[config.mk]
export PLATFORM = sky130hd
export DESIGN_NAME = pipe_ctrl_flat
export DESIGN_NICKNAME = d
export VERILOG_FILES = /design/src/rtl/pipe_ctrl_if.sv /design/src/rtl/pipe_ctrl.sv /design/src/flat_wrapper.sv
export SDC_FILE = /design/constraint.sdc
export NUM_CORES = 1
export LEC_CHECK = 0
export ABC_AREA = 1
export CORE_UTILIZATION = 30
export CTS_CLUSTER_DIAMETER = 30
export DETAILED_ROUTE_END_ITERATION = 10
export GPL_TIMING_DRIVEN = 0
export PLACE_DENSITY = 0.65
export REMOVE_ABC_BUFFERS = 1
export SYNTH_ARGS = -nofsm -noshare
export SYNTH_HDL_FRONTEND = slang
export SYNTH_SLANG_ARGS = --single-unit
[constraint.sdc]
create_clock -name clk -period 1.95 [get_ports clk]
set_input_delay 0.195 -clock clk [delete_from_list [all_inputs] [get_ports clk]]
set_output_delay 0.195 -clock clk [all_outputs]
set_load 0.005 [all_outputs]
[src/rtl/pipe_ctrl_if.sv]
`default_nettype none
// ============================================================================
//  Module      : pipe_ctrl_if
//  Description : Bundle between the 5-stage pipeline datapath and its central
//                sequencer. Carries the hazard-detection inputs observed in
//                ID/EX/MEM, the stage-register enable/flush/bubble controls,
//                and the halt/error/stall-count status.
//  Modports    : master - the sequencer (reads hazard info, drives controls)
//                slave  - the datapath  (drives hazard info, reads controls)
//  Revision    : 1.0 - initial release
// ============================================================================
interface pipe_ctrl_if #(
    parameter int CNT_W = 16
);
    // Hazard information from the datapath
    logic [4:0]       id_rs;
    logic [4:0]       id_rt;
    logic             id_uses_rt;
    logic             id_halt;
    logic             ex_is_load;
    logic [4:0]       ex_rd;
    logic             branch_taken;
    logic             mem_req;
    logic             mem_ready;

    // Stage-register controls
    logic             pc_en;
    logic             ifid_en;
    logic             ifid_flush;
    logic             idex_en;
    logic             idex_bubble;
    logic             exmem_en;
    logic             memwb_en;

    // Status
    logic             halted;
    logic             mem_err;
    logic [CNT_W-1:0] stall_cnt;

    modport master (
        input  id_rs, id_rt, id_uses_rt, id_halt, ex_is_load, ex_rd,
               branch_taken, mem_req, mem_ready,
        output pc_en, ifid_en, ifid_flush, idex_en, idex_bubble,
               exmem_en, memwb_en, halted, mem_err, stall_cnt
    );

    modport slave (
        output id_rs, id_rt, id_uses_rt, id_halt, ex_is_load, ex_rd,
               branch_taken, mem_req, mem_ready,
        input  pc_en, ifid_en, ifid_flush, idex_en, idex_bubble,
               exmem_en, memwb_en, halted, mem_err, stall_cnt
    );
endinterface
`default_nettype wire

[src/rtl/pipe_ctrl.sv]
`default_nettype none
// ============================================================================
//  Module      : pipe_ctrl
//  Description : Central sequencer for the 5-stage MIPS32 pipeline. Resolves
//                load-use stalls, taken-branch flushes, data-memory freezes
//                (with timeout) and HLT drain/halt, and keeps a saturating
//                stall-cycle counter.
//  Ports       : clk  - pipeline clock (posedge)
//                rst  - synchronous active-high reset
//                bus  - pipe_ctrl_if.master: hazard inputs, stage controls,
//                       halted / mem_err / stall_cnt status
//  Revision    : 1.0 - initial release
// ============================================================================
module pipe_ctrl #(
    parameter int DRAIN_CYCLES = 3,
    parameter int MEM_TIMEOUT  = 64,
    parameter int CNT_W        = 16
) (
    input  wire             clk,
    input  wire             rst,
    pipe_ctrl_if.master     bus
);

    localparam int WAIT_W  = $clog2(MEM_TIMEOUT + 1);
    localparam int DRAIN_W = $clog2(DRAIN_CYCLES + 1);
    localparam logic [WAIT_W-1:0]  WAIT_LAST  = WAIT_W'(MEM_TIMEOUT - 1);
    localparam logic [DRAIN_W-1:0] DRAIN_LAST = DRAIN_W'(DRAIN_CYCLES - 1);

    typedef enum logic [1:0] {
        ST_RUN      = 2'd0,
        ST_MEM_WAIT = 2'd1,
        ST_DRAIN    = 2'd2,
        ST_HALTED   = 2'd3
    } state_t;

    state_t              state_q, state_d;
    state_t              ret_q, ret_d;      // state to resume after a freeze
    state_t              eff_state;         // state whose rules apply this cycle
    logic [WAIT_W-1:0]   wait_cnt_q, wait_cnt_d;
    logic [DRAIN_W-1:0]  drain_cnt_q, drain_cnt_d;
    logic                mem_err_q, mem_err_d;
    logic [CNT_W-1:0]    stall_cnt_q;

    logic pc_en, ifid_en, ifid_flush, idex_en, idex_bubble, exmem_en, memwb_en;
    logic load_use, frozen;

    assign load_use = bus.ex_is_load && (bus.ex_rd != 5'd0) &&
                      ((bus.ex_rd == bus.id_rs) ||
                       (bus.id_uses_rt && (bus.ex_rd == bus.id_rt)));

    // A new freeze can only start from a state that advances the pipeline.
    assign frozen = ((state_q == ST_RUN) || (state_q == ST_DRAIN)) &&
                    bus.mem_req && !bus.mem_ready;

    always_comb begin
        state_d     = state_q;
        ret_d       = ret_q;
        wait_cnt_d  = wait_cnt_q;
        drain_cnt_d = drain_cnt_q;
        mem_err_d   = mem_err_q;
        pc_en       = 1'b1;
        ifid_en     = 1'b1;
        ifid_flush  = 1'b0;
        idex_en     = 1'b1;
        idex_bubble = 1'b0;
        exmem_en    = 1'b1;
        memwb_en    = 1'b1;

        // The cycle in which memory finally answers is processed under the
        // rules of the state that was interrupted.
        eff_state = state_q;
        if ((state_q == ST_MEM_WAIT) && bus.mem_ready) begin
            eff_state = ret_q;
        end

        if (rst) begin
            {pc_en, ifid_en, idex_en, exmem_en, memwb_en} = 5'b0;
            ifid_flush  = 1'b1;
            idex_bubble = 1'b1;
        end else if ((state_q == ST_MEM_WAIT) && !bus.mem_ready) begin
            {pc_en, ifid_en, idex_en, exmem_en, memwb_en} = 5'b0;
            if (wait_cnt_q == WAIT_LAST) begin
                mem_err_d = 1'b1;
                state_d   = ST_HALTED;
            end else begin
                wait_cnt_d = wait_cnt_q + WAIT_W'(1);
            end
        end else if (frozen) begin
            {pc_en, ifid_en, idex_en, exmem_en, memwb_en} = 5'b0;
            ret_d      = state_q;
            wait_cnt_d = '0;
            state_d    = ST_MEM_WAIT;
        end else begin
            case (eff_state)
                ST_RUN: begin
                    state_d = ST_RUN;
                    if (bus.branch_taken) begin
                        // PC takes the target; the two younger slots are squashed.
                        ifid_flush  = 1'b1;
                        idex_bubble = 1'b1;
                    end else if (bus.id_halt) begin
                        pc_en       = 1'b0;
                        ifid_en     = 1'b0;
                        drain_cnt_d = '0;
                        state_d     = ST_DRAIN;
                    end else if (load_use) begin
                        pc_en       = 1'b0;
                        ifid_en     = 1'b0;
                        idex_bubble = 1'b1;
                    end
                end
                ST_DRAIN: begin
                    pc_en       = 1'b0;
                    ifid_en     = 1'b0;
                    idex_bubble = 1'b1;
                    if (drain_cnt_q == DRAIN_LAST) begin
                        state_d = ST_HALTED;
                    end else begin
                        drain_cnt_d = drain_cnt_q + DRAIN_W'(1);
                        state_d     = ST_DRAIN;
                    end
                end
                default: begin
                    {pc_en, ifid_en, idex_en, exmem_en, memwb_en} = 5'b0;
                    state_d = ST_HALTED;
                end
            endcase
        end
    end

    always_ff @(posedge clk) begin
        if (rst) begin
            state_q     <= ST_RUN;
            ret_q       <= ST_RUN;
            wait_cnt_q  <= '0;
            drain_cnt_q <= '0;
            mem_err_q   <= 1'b0;
            stall_cnt_q <= '0;
        end else begin
            state_q     <= state_d;
            ret_q       <= ret_d;
            wait_cnt_q  <= wait_cnt_d;
            drain_cnt_q <= drain_cnt_d;
            mem_err_q   <= mem_err_d;
            if (!pc_en && (state_q != ST_HALTED) && (stall_cnt_q != {CNT_W{1'b1}})) begin
                stall_cnt_q <= stall_cnt_q + CNT_W'(1);
            end
        end
    end

    assign bus.pc_en       = pc_en;
    assign bus.ifid_en     = ifid_en;
    assign bus.ifid_flush  = ifid_flush;
    assign bus.idex_en     = idex_en;
    assign bus.idex_bubble = idex_bubble;
    assign bus.exmem_en    = exmem_en;
    assign bus.memwb_en    = memwb_en;
    // Status reads as cleared for the whole reset cycle, not just after it.
    assign bus.halted      = (state_q == ST_HALTED) && !rst;
    assign bus.mem_err     = mem_err_q && !rst;
    assign bus.stall_cnt   = rst ? '0 : stall_cnt_q;

endmodule
`default_nettype wire

[src/flat_wrapper.sv]
// flat-port wrapper written by rule: the top's interface ports become plain ports
module pipe_ctrl_flat 
#(
    parameter int DRAIN_CYCLES = 3,
    parameter int MEM_TIMEOUT  = 64,
    parameter int CNT_W        = 16
)
  (clk, rst, bus_id_rs, bus_id_rt, bus_id_uses_rt, bus_id_halt, bus_ex_is_load, bus_ex_rd, bus_branch_taken, bus_mem_req, bus_mem_ready, bus_pc_en, bus_ifid_en, bus_ifid_flush, bus_idex_en, bus_idex_bubble, bus_exmem_en, bus_memwb_en, bus_halted, bus_mem_err, bus_stall_cnt);
  pipe_ctrl_if #(.CNT_W(CNT_W)) bus_i ();
  input  wire clk;
  input  wire rst;
  input wire logic [$bits(bus_i.id_rs)-1:0] bus_id_rs;
  input wire logic [$bits(bus_i.id_rt)-1:0] bus_id_rt;
  input wire logic [$bits(bus_i.id_uses_rt)-1:0] bus_id_uses_rt;
  input wire logic [$bits(bus_i.id_halt)-1:0] bus_id_halt;
  input wire logic [$bits(bus_i.ex_is_load)-1:0] bus_ex_is_load;
  input wire logic [$bits(bus_i.ex_rd)-1:0] bus_ex_rd;
  input wire logic [$bits(bus_i.branch_taken)-1:0] bus_branch_taken;
  input wire logic [$bits(bus_i.mem_req)-1:0] bus_mem_req;
  input wire logic [$bits(bus_i.mem_ready)-1:0] bus_mem_ready;
  output wire logic [$bits(bus_i.pc_en)-1:0] bus_pc_en;
  output wire logic [$bits(bus_i.ifid_en)-1:0] bus_ifid_en;
  output wire logic [$bits(bus_i.ifid_flush)-1:0] bus_ifid_flush;
  output wire logic [$bits(bus_i.idex_en)-1:0] bus_idex_en;
  output wire logic [$bits(bus_i.idex_bubble)-1:0] bus_idex_bubble;
  output wire logic [$bits(bus_i.exmem_en)-1:0] bus_exmem_en;
  output wire logic [$bits(bus_i.memwb_en)-1:0] bus_memwb_en;
  output wire logic [$bits(bus_i.halted)-1:0] bus_halted;
  output wire logic [$bits(bus_i.mem_err)-1:0] bus_mem_err;
  output wire logic [$bits(bus_i.stall_cnt)-1:0] bus_stall_cnt;
  assign bus_i.id_rs = bus_id_rs;
  assign bus_i.id_rt = bus_id_rt;
  assign bus_i.id_uses_rt = bus_id_uses_rt;
  assign bus_i.id_halt = bus_id_halt;
  assign bus_i.ex_is_load = bus_ex_is_load;
  assign bus_i.ex_rd = bus_ex_rd;
  assign bus_i.branch_taken = bus_branch_taken;
  assign bus_i.mem_req = bus_mem_req;
  assign bus_i.mem_ready = bus_mem_ready;
  assign bus_pc_en = bus_i.pc_en;
  assign bus_ifid_en = bus_i.ifid_en;
  assign bus_ifid_flush = bus_i.ifid_flush;
  assign bus_idex_en = bus_i.idex_en;
  assign bus_idex_bubble = bus_i.idex_bubble;
  assign bus_exmem_en = bus_i.exmem_en;
  assign bus_memwb_en = bus_i.memwb_en;
  assign bus_halted = bus_i.halted;
  assign bus_mem_err = bus_i.mem_err;
  assign bus_stall_cnt = bus_i.stall_cnt;
  pipe_ctrl #(.DRAIN_CYCLES(DRAIN_CYCLES), .MEM_TIMEOUT(MEM_TIMEOUT), .CNT_W(CNT_W)) u_core (.clk(clk), .rst(rst), .bus(bus_i));
endmodule
==> flow_metrics.env <==
export IMPL_cp_required_ns=1.75
export IMPL_cpPeakStageDelay_ns=0.52
export IMPL_power_density_nw_per_um2=589
export IMPL_yosysMostFrequentCell="nand2_1"
export IMPL_seq_power_share_pct=41.5
export IMPL_reg2reg_from="u_core.stall_cnt_q[0]"
export IMPL_ys_ff_latch=30
export IMPL_synth_flop_cell="dfxtp_1"
export IMPL_ys_types=25
export IMPL_seq_area_frac_synth_pct=30.0
export IMPL_hp_class="in -> reg"
export IMPL_yosys_area_top_type="dfxtp_1"
export IMPL_num_rows=29
export IMPL_cpMostUsedCell="nand3_2"
export IMPL_dp_cells=434
export IMPL_routed_wl_um=4820
export IMPL_syn_inst=321
export IMPL_initial_core_util_pct=31.3
export IMPL_cts_path_max_buffers=2
export IMPL_cts_tree="built"
export IMPL_drive_gt1_share_pct=8.97
export IMPL_avgSynthCellArea_um2=6.24
export IMPL_p_int_uw=1140
export IMPL_post_route_util_pct=41.8
export IMPL_worstMarginPinSlew_ns=0.472
export IMPL_fmax_ghz=0.539
export IMPL_overflow=0
export IMPL_syn_to_final_growth_pct=33.4
export IMPL_grtUsageTotal_pct=14.4
export IMPL_fin_crit_sh_pct=95.1
export IMPL_p_sw_share_pct=27.4
export IMPL_yosys_warnings=0
export IMPL_yosysTopAreaCellShare_pct=30.0
export IMPL_via_count=2067
export IMPL_critPathLaunchType="flip-flop"
export IMPL_async_flop_share_pct=0
export IMPL_htreeDepth=2
export IMPL_grt_max_degree=42
export IMPL_gp_congestion=0.898
export IMPL_drc=0
export IMPL_synth_area_leaders="dfxtp_1 30%, nand2_1 14%, inv_1 9.7%"
export IMPL_critical_path_class="reg -> out"
export IMPL_drv_cap=0
export IMPL_clock_sinks=30
export IMPL_power_leakage_uw=0.00116
export IMPL_crit_path_max_fanout=7
export IMPL_design_area_um2=2670
export IMPL_synthTopCellsByCount="73 x nand2_1, 52 x inv_1, 45 x nor2_1"
export IMPL_path_clk_slew_ns=0.07
export IMPL_combPwrFrac_pct=18.5
export IMPL_synth_edff_count=0
export IMPL_rsz0062_at_grt="no"
export IMPL_ant_nets=0
export IMPL_status="finished clean"
export IMPL_vdd_drop_max_mv=0.381
export IMPL_cts_root_buf="clkbuf_8"
export IMPL_setup_violations=0
export IMPL_total_power_uw=1570
export IMPL_drtIter0Drc=131
export IMPL_min_from="rst"
export IMPL_endpoint_kind="output pin"
export IMPL_clk_latency_ns=0.29
export IMPL_fin_crit_ns=1.85
export IMPL_grt_pass1_wl_um=8380
export IMPL_crit_slowest_cell="clkdlybuf4s50_1"
export IMPL_drt_wirelength_per_cell_um=10.8
export IMPL_antenna_cells=0
export IMPL_grt_pass1_vias=1948
export IMPL_die_y_um=83.7
export IMPL_path_buf_inv=2
export IMPL_clkPwrFrac_pct=40.0
export IMPL_critPathLaunch="u_core.state_q[0]"
export IMPL_io_pins=48
export IMPL_hold_viol=0
export IMPL_via_per_inst=4.64
export IMPL_grt_antenna_before_repair=0
export IMPL_dp_final_hpwl_um=3520
export IMPL_ctsHoldBuffers=0
export IMPL_first_pass_iters=4
export IMPL_die_w_um=83.7
export IMPL_switching_power_uw=432
export IMPL_fin_cells=445
export IMPL_slew_violations=0
export IMPL_core_um2=6390
export IMPL_slew_headroom_pct=68.3
export IMPL_cts_buffers=5
export IMPL_portBuffers=47
export IMPL_critPathArrivalTime_ns=1.66
export IMPL_crit_chain="inv_1, nand3_2, nand3_2, nor2_2, clkdlybuf4s50_1"
export IMPL_netlist_area_um2=2000
export IMPL_die_area_um2=7000
export IMPL_nNetsFinal=393
export IMPL_fin_skew_ns=0.00300
export IMPL_place_area_um2=2500
export IMPL_r2r_slack_ns=0.21
export IMPL_cp_top_family="buffers and inverters"
-- path summary, 6_finish.rpt --
path / end / depth (start not counted)
min reg2reg: u_core.ret_q[0] / 2
min: u_core.state_q[0] / 2
max reg2reg: u_core.stall_cnt_q[14] / 7
max: bus_idex_en / 5
-- final cells by class --
| class | count | area, um^2 |
|---|---|---|
| flip-flops and latches | 30 | 602 |
| repair buffers | 50 | 493 |
| well taps | 77 | 96.3 |
| clock inverters | 3 | 40.0 |
| clock buffers | 5 | 68.8 |
| inverters | 54 | 203 |
| fillers | 665 | 3710 |
| multi-input cells | 226 | 1170 |
-- state kept, by name, summed over array words and instances, names as in the netlist --
name and cells:
u_core.stall_cnt_q 16, u_core.wait_cnt_q 7, u_core.drain_cnt_q 2, u_core.ret_q 2, u_core.state_q 2, u_core.mem_err_q 1
-- cell usage in the layout, fill, tap and decap left out, types with 3 or more instances in the layout --
cell	netlist	layout
nand2_1	73	71
inv_1	52	51
nor2_1	45	44
clkdlybuf4s50_1	0	39
nand3_1	33	31
dfxtp_1	30	29
a21oi_1	24	24
xor2_1	14	14
o21ai_0	7	6
nor3_1	6	6
nand4_1	5	5
clkbuf_8	0	5
nand3_2	2	4
dlymetal6s2s_1	0	4
buf_4	5	4
inv_2	2	3
nor2_2	2	3
nor3b_1	3	3
ha_1	3	3
-- power groups by stage --
stage	Combinational, uW	Clock (uW)	Sequential (uW)
2_1_floorplan	154	0	661
3_3_place_gp	285	0	664
3_5_place_dp	288	0	665
4_1_cts	292	642	652
5_1_grt	329	657	656
6_report	291	629	653
-- routing by layer --
layer | global-route usage (%) | part of all wire, % | vias up | wire (um)
met4 | 4.16 | 1.1 | 0 | 51
li1 | - | - | 1095 | -
met3 | 2.87 | 4.5 | 7 | 218
met5 | 0 | 0 | - | 0
met2 | 24.8 | 46 | 41 | 2230
met1 | 18.1 | 48 | 924 | 2330
-- cell families (layout without fill, tap and decap cells) --
group           count (synthesis)  in the layout  share of synthesized area [%]
compound gates                 35             35                           9.50
flops                          30             30                           30.0
buf+inv                        65            112                           13.5
fa+ha+maj                       3              3                           1.88
xor+xnor                       15             15                           6.56
simple gates                  173            173                           38.6
-- metrics by stage --
step / setup TNS (ns) / worst slack [ns] / hold slack (ns)
4_1_cts: 0 / 0.000868 / 0.333
3_5_place_dp: -39.15 / -1.32 / 0.435
2_1_floorplan: 0 / 0.292 / 0.264
5_1_grt: 0 / 0.00940 / 0.364
3_3_place_gp: -35.74 / -1.25 / 0.436
6_report: 0 / 0.0957 / 0.325
-- timing repair --
action                                  CTS  global route
endpoints found under the setup margin   49            23
pin swaps                                 2             4
buffers inserted                          1             2
resized for setup                        15            11
Power figures use the tool's default switching activity.
